**src/rtl/bss_pkg.sv**
```systemverilog
// bss_pkg: shared types and helpers for bit_serial_scheduler.
//   state_t  - scheduler FSM states (IDLE, RUN, DONE)
//   req_id_t - requester index (two requesters)
//   width_ok - legal operand width check (1..64)
package bss_pkg;
    typedef enum logic [1:0] {IDLE, RUN, DONE} state_t;
    typedef logic req_id_t;
    function automatic bit width_ok(input int w);
        return w >= 1 && w <= 64;
    endfunction
endpackage

```
**src/rtl/bit_serial_scheduler_if.sv**
```systemverilog
// bit_serial_scheduler_if: request/response bundle of bit_serial_scheduler.
//   req0_* / req1_* - valid/ready operand ports of the two requesters (a, b: WIDTH bits)
//   rsp_*           - valid/ready result port (data: WIDTH bits, id: requester index)
//   busy            - scheduler is running or holding a result
//   master drives requests and rsp_ready; slave is the scheduler side.
interface bit_serial_scheduler_if #(parameter int WIDTH = 8);
    import bss_pkg::*;
    logic             req0_valid, req0_ready;
    logic [WIDTH-1:0] req0_a, req0_b;
    logic             req1_valid, req1_ready;
    logic [WIDTH-1:0] req1_a, req1_b;
    logic             rsp_valid, rsp_ready;
    logic [WIDTH-1:0] rsp_data;
    req_id_t          rsp_id;
    logic             busy;
    modport master (
        output req0_valid, req0_a, req0_b, req1_valid, req1_a, req1_b, rsp_ready,
        input  req0_ready, req1_ready, rsp_valid, rsp_data, rsp_id, busy
    );
    modport slave (
        input  req0_valid, req0_a, req0_b, req1_valid, req1_a, req1_b, rsp_ready,
        output req0_ready, req1_ready, rsp_valid, rsp_data, rsp_id, busy
    );
endinterface

```
**src/rtl/combination_bit.sv**
```systemverilog
// combination_bit: shared single-bit evaluation cell.
//   a, b - operand bits; c - a XOR b
module combination_bit (
    input  logic a,
    input  logic b,
    output logic c
);
    assign c = a ^ b;
endmodule

```
**src/rtl/bit_serial_scheduler.sv**
```systemverilog
// bit_serial_scheduler: round-robin shares one combination_bit cell between two
// requesters, evaluating WIDTH-bit operands LSB first, one bit per clock.
//   clk, rst - rising-edge clock, asynchronous active-high reset
//   bus      - slave side of bit_serial_scheduler_if (requests, response, busy)
module bit_serial_scheduler
    import bss_pkg::*;
#(
    parameter int WIDTH = 8
) (
    input logic                   clk,
    input logic                   rst,
    bit_serial_scheduler_if.slave bus
);
    localparam int CW = $clog2(WIDTH) + 1;

    if (!width_ok(WIDTH)) begin : g_width_bad
        $error("bit_serial_scheduler: WIDTH must be 1..64");
    end

    state_t           state_q, state_d;
    logic [WIDTH-1:0] a_sh_q, a_sh_d, b_sh_q, b_sh_d, res_q, res_d;
    logic [CW-1:0]    cnt_q, cnt_d;
    req_id_t          id_q, id_d, last_q, last_d;
    logic             grant1, cell_c;

    combination_bit u_cell (.a(a_sh_q[0]), .b(b_sh_q[0]), .c(cell_c));

    // Requester 1 wins when alone, or on a tie when requester 0 was served last.
    assign grant1         = bus.req1_valid && (!bus.req0_valid || !last_q);
    assign bus.req0_ready = state_q == IDLE && bus.req0_valid && !grant1;
    assign bus.req1_ready = state_q == IDLE && grant1;
    assign bus.rsp_valid  = state_q == DONE;
    assign bus.rsp_data   = res_q;
    assign bus.rsp_id     = id_q;
    assign bus.busy       = state_q != IDLE;

    always_comb begin
        state_d = state_q;
        a_sh_d  = a_sh_q;
        b_sh_d  = b_sh_q;
        res_d   = res_q;
        cnt_d   = cnt_q;
        id_d    = id_q;
        last_d  = last_q;
        unique case (state_q)
            IDLE: if (bus.req0_ready || bus.req1_ready) begin
                state_d = RUN;
                a_sh_d  = grant1 ? bus.req1_a : bus.req0_a;
                b_sh_d  = grant1 ? bus.req1_b : bus.req0_b;
                id_d    = grant1;
                last_d  = grant1;
                cnt_d   = '0;
                res_d   = '0;
            end
            RUN: begin
                a_sh_d  = a_sh_q >> 1;
                b_sh_d  = b_sh_q >> 1;
                // New bit enters at the MSB so the first (LSB) bit lands at bit 0 after WIDTH shifts.
                res_d   = WIDTH'({cell_c, res_q} >> 1);
                cnt_d   = cnt_q + CW'(1);
                state_d = cnt_q == CW'(WIDTH - 1) ? DONE : RUN;
            end
            DONE: state_d = bus.rsp_ready ? IDLE : DONE;
            default: state_d = IDLE;
        endcase
    end

    always_ff @(posedge clk or posedge rst) begin
        if (rst) begin
            state_q <= IDLE;
            a_sh_q  <= '0;
            b_sh_q  <= '0;
            res_q   <= '0;
            cnt_q   <= '0;
            id_q    <= 1'b0;
            last_q  <= 1'b1;
        end else begin
            state_q <= state_d;
            a_sh_q  <= a_sh_d;
            b_sh_q  <= b_sh_d;
            res_q   <= res_d;
            cnt_q   <= cnt_d;
            id_q    <= id_d;
            last_q  <= last_d;
        end
    end
endmodule

```
**src/flat_wrapper.sv**
```systemverilog
// flat-port wrapper written by rule: the top's interface ports become plain ports
module bit_serial_scheduler_flat import bss_pkg::*;
#(
    parameter int WIDTH = 8
)
  (clk, rst, bus_req0_valid, bus_req0_a, bus_req0_b, bus_req1_valid, bus_req1_a, bus_req1_b, bus_rsp_ready, bus_req0_ready, bus_req1_ready, bus_rsp_valid, bus_rsp_data, bus_rsp_id, bus_busy);
  bit_serial_scheduler_if #(.WIDTH(WIDTH)) bus_i ();
  input logic clk;
  input logic rst;
  input wire logic [$bits(bus_i.req0_valid)-1:0] bus_req0_valid;
  input wire logic [$bits(bus_i.req0_a)-1:0] bus_req0_a;
  input wire logic [$bits(bus_i.req0_b)-1:0] bus_req0_b;
  input wire logic [$bits(bus_i.req1_valid)-1:0] bus_req1_valid;
  input wire logic [$bits(bus_i.req1_a)-1:0] bus_req1_a;
  input wire logic [$bits(bus_i.req1_b)-1:0] bus_req1_b;
  input wire logic [$bits(bus_i.rsp_ready)-1:0] bus_rsp_ready;
  output wire logic [$bits(bus_i.req0_ready)-1:0] bus_req0_ready;
  output wire logic [$bits(bus_i.req1_ready)-1:0] bus_req1_ready;
  output wire logic [$bits(bus_i.rsp_valid)-1:0] bus_rsp_valid;
  output wire logic [$bits(bus_i.rsp_data)-1:0] bus_rsp_data;
  output wire logic [$bits(bus_i.rsp_id)-1:0] bus_rsp_id;
  output wire logic [$bits(bus_i.busy)-1:0] bus_busy;
  assign bus_i.req0_valid = bus_req0_valid;
  assign bus_i.req0_a = bus_req0_a;
  assign bus_i.req0_b = bus_req0_b;
  assign bus_i.req1_valid = bus_req1_valid;
  assign bus_i.req1_a = bus_req1_a;
  assign bus_i.req1_b = bus_req1_b;
  assign bus_i.rsp_ready = bus_rsp_ready;
  assign bus_req0_ready = bus_i.req0_ready;
  assign bus_req1_ready = bus_i.req1_ready;
  assign bus_rsp_valid = bus_i.rsp_valid;
  assign bus_rsp_data = bus_i.rsp_data;
  assign bus_rsp_id = bus_i.rsp_id;
  assign bus_busy = bus_i.busy;
  bit_serial_scheduler #(.WIDTH(WIDTH)) u_core (.clk(clk), .rst(rst), .bus(bus_i));
endmodule
```
**config.mk**
```make
export PLATFORM = sky130hd
export DESIGN_NAME = bit_serial_scheduler_flat
export DESIGN_NICKNAME = d
export VERILOG_FILES = /design/src/rtl/bss_pkg.sv /design/src/rtl/bit_serial_scheduler_if.sv /design/src/rtl/combination_bit.sv /design/src/rtl/bit_serial_scheduler.sv /design/src/flat_wrapper.sv
export SDC_FILE = /design/constraint.sdc
export NUM_CORES = 1
export LEC_CHECK = 0
export CAP_MARGIN = 10
export CORE_MARGIN = 5
export CORE_UTILIZATION = 30
export DETAILED_ROUTE_END_ITERATION = 10
export GPL_TIMING_DRIVEN = 0
export PLACE_DENSITY_LB_ADDON = 0.08
export SLEW_MARGIN = 25
export SYNTH_ARGS = -nofsm -noshare
export SYNTH_HDL_FRONTEND = slang
export SYNTH_SLANG_ARGS = --single-unit
```
**constraint.sdc**
```tcl
create_clock -name clk -period 1.65 [get_ports clk]
set_input_delay 0.495 -clock clk [delete_from_list [all_inputs] [get_ports clk]]
set_output_delay 0.495 -clock clk [all_outputs]
set_load 0.05 [all_outputs]
```
Word-level counts from Yosys, hierarchy flattened
Index checks and enable logic that the tools add are counted.

storage, ports and cells
  flip-flop bits (word level) = 32
  bits in latches = 0
  memory bits (writable) = 0
  memory bits (read-only) = 0
  input port bits = 37
  output and inout bits = 13
  word-level logic and storage cells = 41
  memories kept = 0

cells by class
  add/subtract/negate cells = 1
  $mul = 0
  div/mod/pow operators = 0
  order comparisons = 0
  equality and inequality tests = 4
  shift-type cells = 0
  mux-type cells = 14
  bitwise logic cells = 1
  reductions and logical operators = 14

operators with widths
  kind                                                 count
  case mux 8 bit (2 select lines)                      3
  2-to-1 mux 8 bit                                     5
  case mux 4 bit (2 select lines)                      1
  2-to-1 mux 2 bit                                     3
  case mux 2 bit (3 select lines)                      1
  adder 4 x 1 -> 4 bit, second input constant          1
  equality test 4 x 3 -> 1 bit, second input constant  1
  logical AND 1 bit                                    4
  2-to-1 mux 4 bit                                     1
  AND reduction 2 bit                                  2
  nonzero test 2 bit                                   2
  logical NOT 1 bit                                    3
  equality test 2 x 1 -> 1 bit, second input constant  1
  equality test 2 bit, second input constant           1
  logical NOT 2 bit                                    1
  logical OR 1 bit                                     2
  inequality test 2 bit, second input constant         1
  XOR 1 bit                                            1

Logic depth before layout (Yosys ltp)
Gate-level depths: netlist (run 1).

  depth after elaboration = 8
  gate-level depth with buffers = 6
  depth with buffers taken out = 4

Cells and area by module
From an unflattened synthesis (run 1), not the netlist that was laid out.

unflattened totals
  cell total of the unflattened synthesis = 161
  area, all modules = 1,736.7 um^2

modules (own cells, without submodules)
  module                times used  cells each  area an instance (um^2)  seq. area each (um^2)
  bit_serial_scheduler  1           160         1,727.9                  802.0
  combination_bit       1           1           8.8                      0.0

Worst setup path before layout (run 1)
OpenSTA, ideal clock, no wires.

  path type = register to output
  from = reg u_core.last_q
  to = out bus_req0_ready
  data arrival time = 1.654 ns
  required time = 1.155 ns
  setup slack = -0.499 ns
  stages on the path, launching flop included = 4
  buffers on the path = 1
  path through = dfstp_2 -> nand2_1 -> buf_2 -> a21oi_1

between the ends
  word-level cells in the longest chain between the ends = 5

RTL lines
  item                    line                        text
  start, declared         bit_serial_scheduler.sv:23  req_id_t id_q, id_d, last_q, last_d;
  start signal, assigned  bit_serial_scheduler.sv:84  last_q <= last_d;
  logical NOT 1 bit       bit_serial_scheduler.sv:29  assign grant1 = bus.req1_valid && (!bus.req0_valid || !last_q);
  logical OR 1 bit        bit_serial_scheduler.sv:29
  logical AND 1 bit       bit_serial_scheduler.sv:29
  logical NOT 1 bit       bit_serial_scheduler.sv:30  assign bus.req0_ready = state_q == IDLE && bus.req0_valid && !grant1;
  logical AND 1 bit       bit_serial_scheduler.sv:30
  end, declared           flat_wrapper.sv:17          output wire logic [$bits(bus_i.req0_ready)-1:0] bus_req0_ready;

No other way between the ends.

Worst setup path after layout (run 1)
Same ends and word-level chain as after synthesis.

==> flow_summary.toml, run 1 <==
[cells_and_area]
nets = 267
final_layout_size_suffix_gt1_share_pct = 33.0
antenna_diodes = 0
nFillCells = 565
flow.area_growth_from_synthesis_pct = 46.4
layout.cells.most_common = "sky130_fd_sc_hd__clkdlybuf4s50_1"
final_cell_mix = "34 x sky130_fd_sc_hd__clkdlybuf4s50_1, 30 x sky130_fd_sc_hd__dfrtp_1, 16 x sky130_fd_sc_hd__o21ai_0"
final_area_mm2 = 0.00265

[worst_setup_path]
worstPathMaxFanout = 3
crit_arrival_ns = 1.37
critPathTopFamily = "flip-flops"
path_cells = "nand2_4, buf_8, a21oi_2, buf_6"
cp-end-kind = "output port"
worst_setup_path_startpoint = "u_core.last_q$_DFFE_PP1P_"
cp_slowest_stage_delay_ns = 0.57
worstSetupStartpointType = "flop"
regToRegStartpoint = "u_core.state_q[0]$_DFFE_PP0P_"
crit_buf_inv = 2
critical_path_class = "flop to output port"
crit_slowest_cell = "sky130_fd_sc_hd__dfstp_2"
cp_data_required_time_ns = 1.15

[yosys]
synthesis.nets = 200
synth-seq-cells = 32
ys_seq_area_share_pct = 44.3
synthesis.yosys.warnings = 0
netlist_instances = 162
post-synth-top-area-cell = "sky130_fd_sc_hd__dfrtp_1"
synth_largest_type_area_fraction_pct = 42.8
yosys-top-cells-area = "sky130_fd_sc_hd__dfrtp_1 43%, sky130_fd_sc_hd__o31ai_2 7.6%, sky130_fd_sc_hd__a221oi_2 5.8%"
syn_area_per_cell_um2 = 11.2
synthDistinctLibCells = 33
mappedNetlistArea_mm2 = 0.00181

[power_and_ir_drop]
max-vdd-ir-drop_mv = 1.06
cellPowerDensity_mw_per_mm2 = 1800
power.leakage_uw = 0.00110

[floorplan]
die_height_um = 87.7
dieWidth_um = 87.7
die_area_mm2 = 0.00769
pin_count = 50
placement_rows = 28
initial_core_util_pct = 30.8
core_area_mm2 = 0.00589

[sta]
max_slew.worst_pin.slew_ns = 0.669
layout_min_cycle_time_ns = 1.86
max_freq_ghz = 0.537
final.setup_skew_ns = 0.00437
grt_setup_unrepaired = "true"
finalSetupViolations = 4
timing.max_slew.rel_slack_pct = 55.3
worst_slack_ns = -0.212
finalHoldViolCount = 0
period_share_pct = 113
maxSlewViolCount = 0

[routing]
count_of_vias_placed_by_the_detailed_router = 1516
wl_per_cell_um = 16.2
route.detailed.drc = 0
viasPerCell = 4.97
ant_nets = 0
dr.pass1.iters = 4
totalWireLength_um = 4950
first_iter_violations = 104

[global_routing]
maximum_number_of_pins_on_one_net_before_global_route_repair = 33
antenna_violations_before_repair = 0
grt_pass1_wl_um = 8050
groute.usage.overall_pct = 13.6
first_global_vias = 1627
grt_overflow_total = 0

[clocking]
cts_hold_buffers = 0
cts.root.buffer_cell = "sky130_fd_sc_hd__clkbuf_8"
cts_buffers = 5
clkTransAtPathRegs_ns = 0.07
cts_max_level = 2
max-clock-path-buffers = 2
clk_latency_ns = 0.29
cts_num_sinks = 32
cts_tree = "done"

[hold_path]
hold_path_origin = "u_core.bus.rsp_id$_DFFE_PP0P_"
class_of_the_most_critical_hold_timing_path = "flop to flop"

[outcome]
status = "finished, violations left"
failed_checks = "setup timing"

[placed_design]
dpl_worst_slack_ns = -1.48
gpl.final_weighted_congestion = 0.726
post_dp_cell_area_mm2 = 0.00241
buffer_ports.inserted = 49
hpwl_um = 3480

[job]
max_cap_violations = 0
registers in the layout, indices dropped and copies added (netlist names):
name                 flops
u_core.bus.rsp_id        1
u_core.b_sh_q            8
u_core.a_sh_q            8
u_core.bus.rsp_data      8
u_core.last_q            1
u_core.state_q           2
u_core.cnt_q             4
synth_stat cells (all sizes together):
cell	n
nor2	2
nor3	2
a21oi	3
clkbuf	5
a22o	11
nor2b	16
o31ai	17
o21ai	17
mux2	1
nor3b	1
mux2i	2
a21o	1
nand2	4
dfstp	1
a31oi	1
and2	14
or2	1
nand3	1
xnor2	1
buf	10
a21bo	1
a221oi	14
xor2	1
ha	1
dfrtp	31
inv	3
cell type report:
cell class                 instances  area (um^2)  area share, %
sequential                        32          803           30.3
inverter                           3         11.3          0.425
timing repair buffer              62          594           22.4
clock inverter                     3         42.5           1.61
tap                               75         93.8           3.54
buffer                            13          115           4.34
multi-input combinational        112          921           34.7
clock buffer                       5         68.8           2.60
cell families (layout without fill, tap and decap cells):
family                   count (synthesis)  in the layout  share of synthesized area [%]
AO/OA/AOI/OAI                           65             65                           31.4
AND/OR/NAND/NOR                         41             41                           13.8
flip-flops                              32             32                           44.3
buffers and inverters                   18             86                           7.12
multiplexers                             3              3                           1.73
XOR/XNOR                                 2              2                          0.968
adder cells (fa/ha/maj)                  1              1                          0.691
repair_timing:
item / CTS / global route
buffers inserted: 8 / 5
resized for setup: 80 / 7
hold endpoints to repair: 0 / 0
pin swaps: 4 / 5
setup endpoints to repair: 42 / 33
metal layers:
metal	wire, um	share of wire (%)	GRT usage [%]
met5	0	0	0
met4	53	1.1	4.60
met3	231	4.7	3.10
met2	2300	46	21.2
met1	2360	48	18.5
worst reg2reg max path, cell delays in order (launching register included):
cell and delay, ns:
sky130_fd_sc_hd__dfrtp_1 0.41, sky130_fd_sc_hd__buf_6 0.14, sky130_fd_sc_hd__buf_4 0.13, sky130_fd_sc_hd__nor2b_1 0.13, sky130_fd_sc_hd__buf_4 0.18, sky130_fd_sc_hd__a221oi_1 0.32
sky130_fd_sc_hd__o31ai_1 0.14
final timing paths:
kind | end | slack [ns] | cells after the start
max | bus_req0_ready | -0.21 | 4
min reg2reg | u_core.bus.rsp_id$_DFFE_PP0P_ | 0.49 | 1
min in group asynchronous | u_core.bus.rsp_data[0]$_DFFE_PP0P_ | 0.63 | 2
max in group asynchronous | u_core.state_q[1]$_DFFE_PP0P_ | 0.55 | 2
min | u_core.bus.rsp_id$_DFFE_PP0P_ | 0.49 | 1
max reg2reg | u_core.b_sh_q[2]$_DFFE_PP0P_ | 0.08 | 6
metrics by stage:
| stage | TNS [ns] | total power [uW] | cells | utilization (%) | hold WS, ns |
|---|---|---|---|---|---|
| final | -0.535 | 4770 | 305 | 45.0 | 0.487 |
| after global routing | -0.738 | 5080 | 305 | 45.0 | 0.505 |
| after CTS | -1.77 | 4760 | 301 | 44.6 | 0.458 |
| after detailed placement | -21.52 | 3880 | 286 | 41.0 | 0.475 |
| after global placement | -31.01 | 3820 | 286 | 41.0 | 0.463 |
| after floorplan | -0.411 | 3160 | 162 | - | 0.466 |
where the power goes:
group	leakage (uW)	switching (uW)	total, uW	internal (uW)
Sequential	0.000398	251	1410	1160
Clock	0.0000541	307	754	447
Combinational	0.000649	1440	2610	1170
Total	0.00110	2000	4770	2770
No activity file was read; power rests on OpenSTA's default activity.
==> run 2: changes to the inputs <==
--- a/config.mk
+++ b/config.mk
@@ -9,7 +9,7 @@
 export CORE_MARGIN = 5
 export CORE_UTILIZATION = 30
 export DETAILED_ROUTE_END_ITERATION = 10
-export GPL_TIMING_DRIVEN = 0
+export GPL_TIMING_DRIVEN = 1
 export PLACE_DENSITY_LB_ADDON = 0.08
 export SLEW_MARGIN = 25
 export SYNTH_ARGS = -nofsm -noshare
==> run 2 against run 1 <==
Net effect: the flow still finishes with violations (setup timing); combinational power up 8.4%; register-to-register slack about the same; flip-flop and latch count unchanged; sequential share of layout area down 1.1 points; non-clock buffer count up 1; core utilization up 1.7 points.
==> flow_summary.toml, run 2 (synthesis results as in run 1) <==
[power_and_ir_drop]
sw_frac_of_total_pct = 40.2
power.leakage_uw = 0.00115
cellPowerDensity_mw_per_mm2 = 1780
max-vdd-ir-drop_mv = 1.29
p_int_uw = 2930
share_clk_of_total_power_pct = 12.5
seqPwrFrac_pct = 29.8
power.net_switching_uw = 1970
combinationalPowerShare_pct = 57.7

[routing]
ant_nets = 0
count_of_vias_placed_by_the_detailed_router = 1540
totalWireLength_um = 4830
viasPerCell = 5.03
dr.pass1.iters = 6
first_iter_violations = 53
wl_per_cell_um = 15.8
route.detailed.drc = 0

[sta]
period_share_pct = 107
finalSetupViolations = 3
max_slew.worst_pin.slew_ns = 0.302
grt_setup_unrepaired = "true"
layout_min_cycle_time_ns = 1.76
finalHoldViolCount = 0
worst_slack_ns = -0.109
maxSlewViolCount = 0
final.setup_skew_ns = 0.00521
tightest_hold_margin_ns = 0.509
max_freq_ghz = 0.568
timing.max_slew.rel_slack_pct = 79.9

[clocking]
cts_num_sinks = 32
max-clock-path-buffers = 2
cts_max_level = 2
clk_latency_ns = 0.28
clkTransAtPathRegs_ns = 0.06
cts_hold_buffers = 0
cts.root.buffer_cell = "sky130_fd_sc_hd__clkbuf_8"
cts_buffers = 5
cts_tree = "done"

[global_routing]
grt_overflow_total = 0
first_global_vias = 1631
grt_pass1_wl_um = 7870
antenna_violations_before_repair = 0
maximum_number_of_pins_on_one_net_before_global_route_repair = 33
groute.usage.overall_pct = 13.1

[hold_path]
class_of_the_most_critical_hold_timing_path = "flop to flop"

[worst_setup_path]
cp-end-kind = "output port"
crit_arrival_ns = 1.26
critical_path_class = "flop to output port"
worstPathMaxFanout = 3
worstSetupStartpointType = "flop"
cp_data_required_time_ns = 1.15

[cells_and_area]
stdcell_count = 306
nets = 268
final_layout_size_suffix_gt1_share_pct = 32.9
layout.cells.most_common = "sky130_fd_sc_hd__clkdlybuf4s50_1"
nFillCells = 562
antenna_diodes = 0
final_core_util_pct = 46.7
final_cell_mix = "34 x sky130_fd_sc_hd__clkdlybuf4s50_1, 30 x sky130_fd_sc_hd__dfrtp_1, 23 x sky130_fd_sc_hd__buf_4"
flow.area_growth_from_synthesis_pct = 51.8

[floorplan]
pin_count = 50
die_area_mm2 = 0.00769
core_area_mm2 = 0.00589
dieWidth_um = 87.7
placement_rows = 28
initial_core_util_pct = 30.8
die_height_um = 87.7

[placed_design]
hpwl_um = 3440
dp.cells = 290
buffer_ports.inserted = 49
gpl.final_weighted_congestion = 0.734

[outcome]
status = "finished, violations left"
failed_checks = "setup timing"

[job]
max_cap_violations = 0
==> run 2: area by class of cell <==
class / instances / area [um^2] / area share (%)
clock buffers: 8 / 90.1 / 3.28
flip-flops and latches: 32 / 803 / 29.2
multi-input cells: 112 / 908 / 33.1
well taps: 75 / 93.8 / 3.42
repair buffers: 76 / 841 / 30.6
inverters: 3 / 11.3 / 0.410
==> run 2: final timing paths <==
| kind | startpoint | endpoint | slack (ns) | cells past startpoint |
|---|---|---|---|---|
| max | u_core.last_q$_DFFE_PP1P_ | bus_req0_ready | -0.11 | 3 |
| min | u_core.cnt_q[2]$_DFFE_PP0P_ | u_core.cnt_q[2]$_DFFE_PP0P_ | 0.51 | 1 |
| max reg2reg | u_core.state_q[1]$_DFFE_PP0P_ | u_core.cnt_q[0]$_DFFE_PP0P_ | 0.08 | 5 |
| min reg2reg | u_core.cnt_q[2]$_DFFE_PP0P_ | u_core.cnt_q[2]$_DFFE_PP0P_ | 0.51 | 1 |
| max in group asynchronous | rst | u_core.last_q$_DFFE_PP1P_ | 0.85 | 3 |
| min in group asynchronous | rst | u_core.bus.rsp_data[1]$_DFFE_PP0P_ | 0.55 | 3 |
==> run 2: repair_timing <==
| action | CTS | global route |
|---|---|---|
| gates cloned | 0 | 0 |
| pin swaps | 3 | 1 |
| setup buffers | 3 | 5 |
| endpoints found under the setup margin | 31 | 4 |
| endpoints found under the hold margin | 0 | 0 |
| gates resized for setup | 10 | 5 |
==> run 2: routing by layer <==
layer  wire (um)  share of wire [%]  global-route usage (%)
met1        2240                 46                    17.4
met3         315                6.5                    4.80
met4          46               0.95                    4.04
met2        2230                 46                    19.9
met5           0                  0                       0
==> run 2: worst max-delay path, cell delays in order (launching register included) <==
cell and delay [ns]:
sky130_fd_sc_hd__dfstp_2 0.56, sky130_fd_sc_hd__nand2_1 0.08, sky130_fd_sc_hd__a21oi_2 0.19, sky130_fd_sc_hd__buf_12 0.16
==> run 2: stage by stage <==
| stage | setup TNS, ns | power [uW] | setup WS (ns) | cell area (um^2) |
|---|---|---|---|---|
| after floorplan | -0.411 | 3160 | -0.220 | 1830 |
| after global placement | -9.90 | 4150 | -0.402 | 2580 |
| after detailed placement | -10.64 | 4210 | -0.425 | 2580 |
| after CTS | -0.287 | 4880 | -0.131 | 2700 |
| after global routing | -0.441 | 5210 | -0.162 | 2750 |
| final | -0.219 | 4900 | -0.109 | 2750 |
==> run 2: power groups by stage <==
stage	Combinational [uW]	Sequential (uW)	Clock, uW
final	2830	1460	613
after global routing	3040	1510	665
after CTS	2800	1450	631
after detailed placement	2750	1460	0
after global placement	2700	1450	0
after floorplan	1460	1700	0
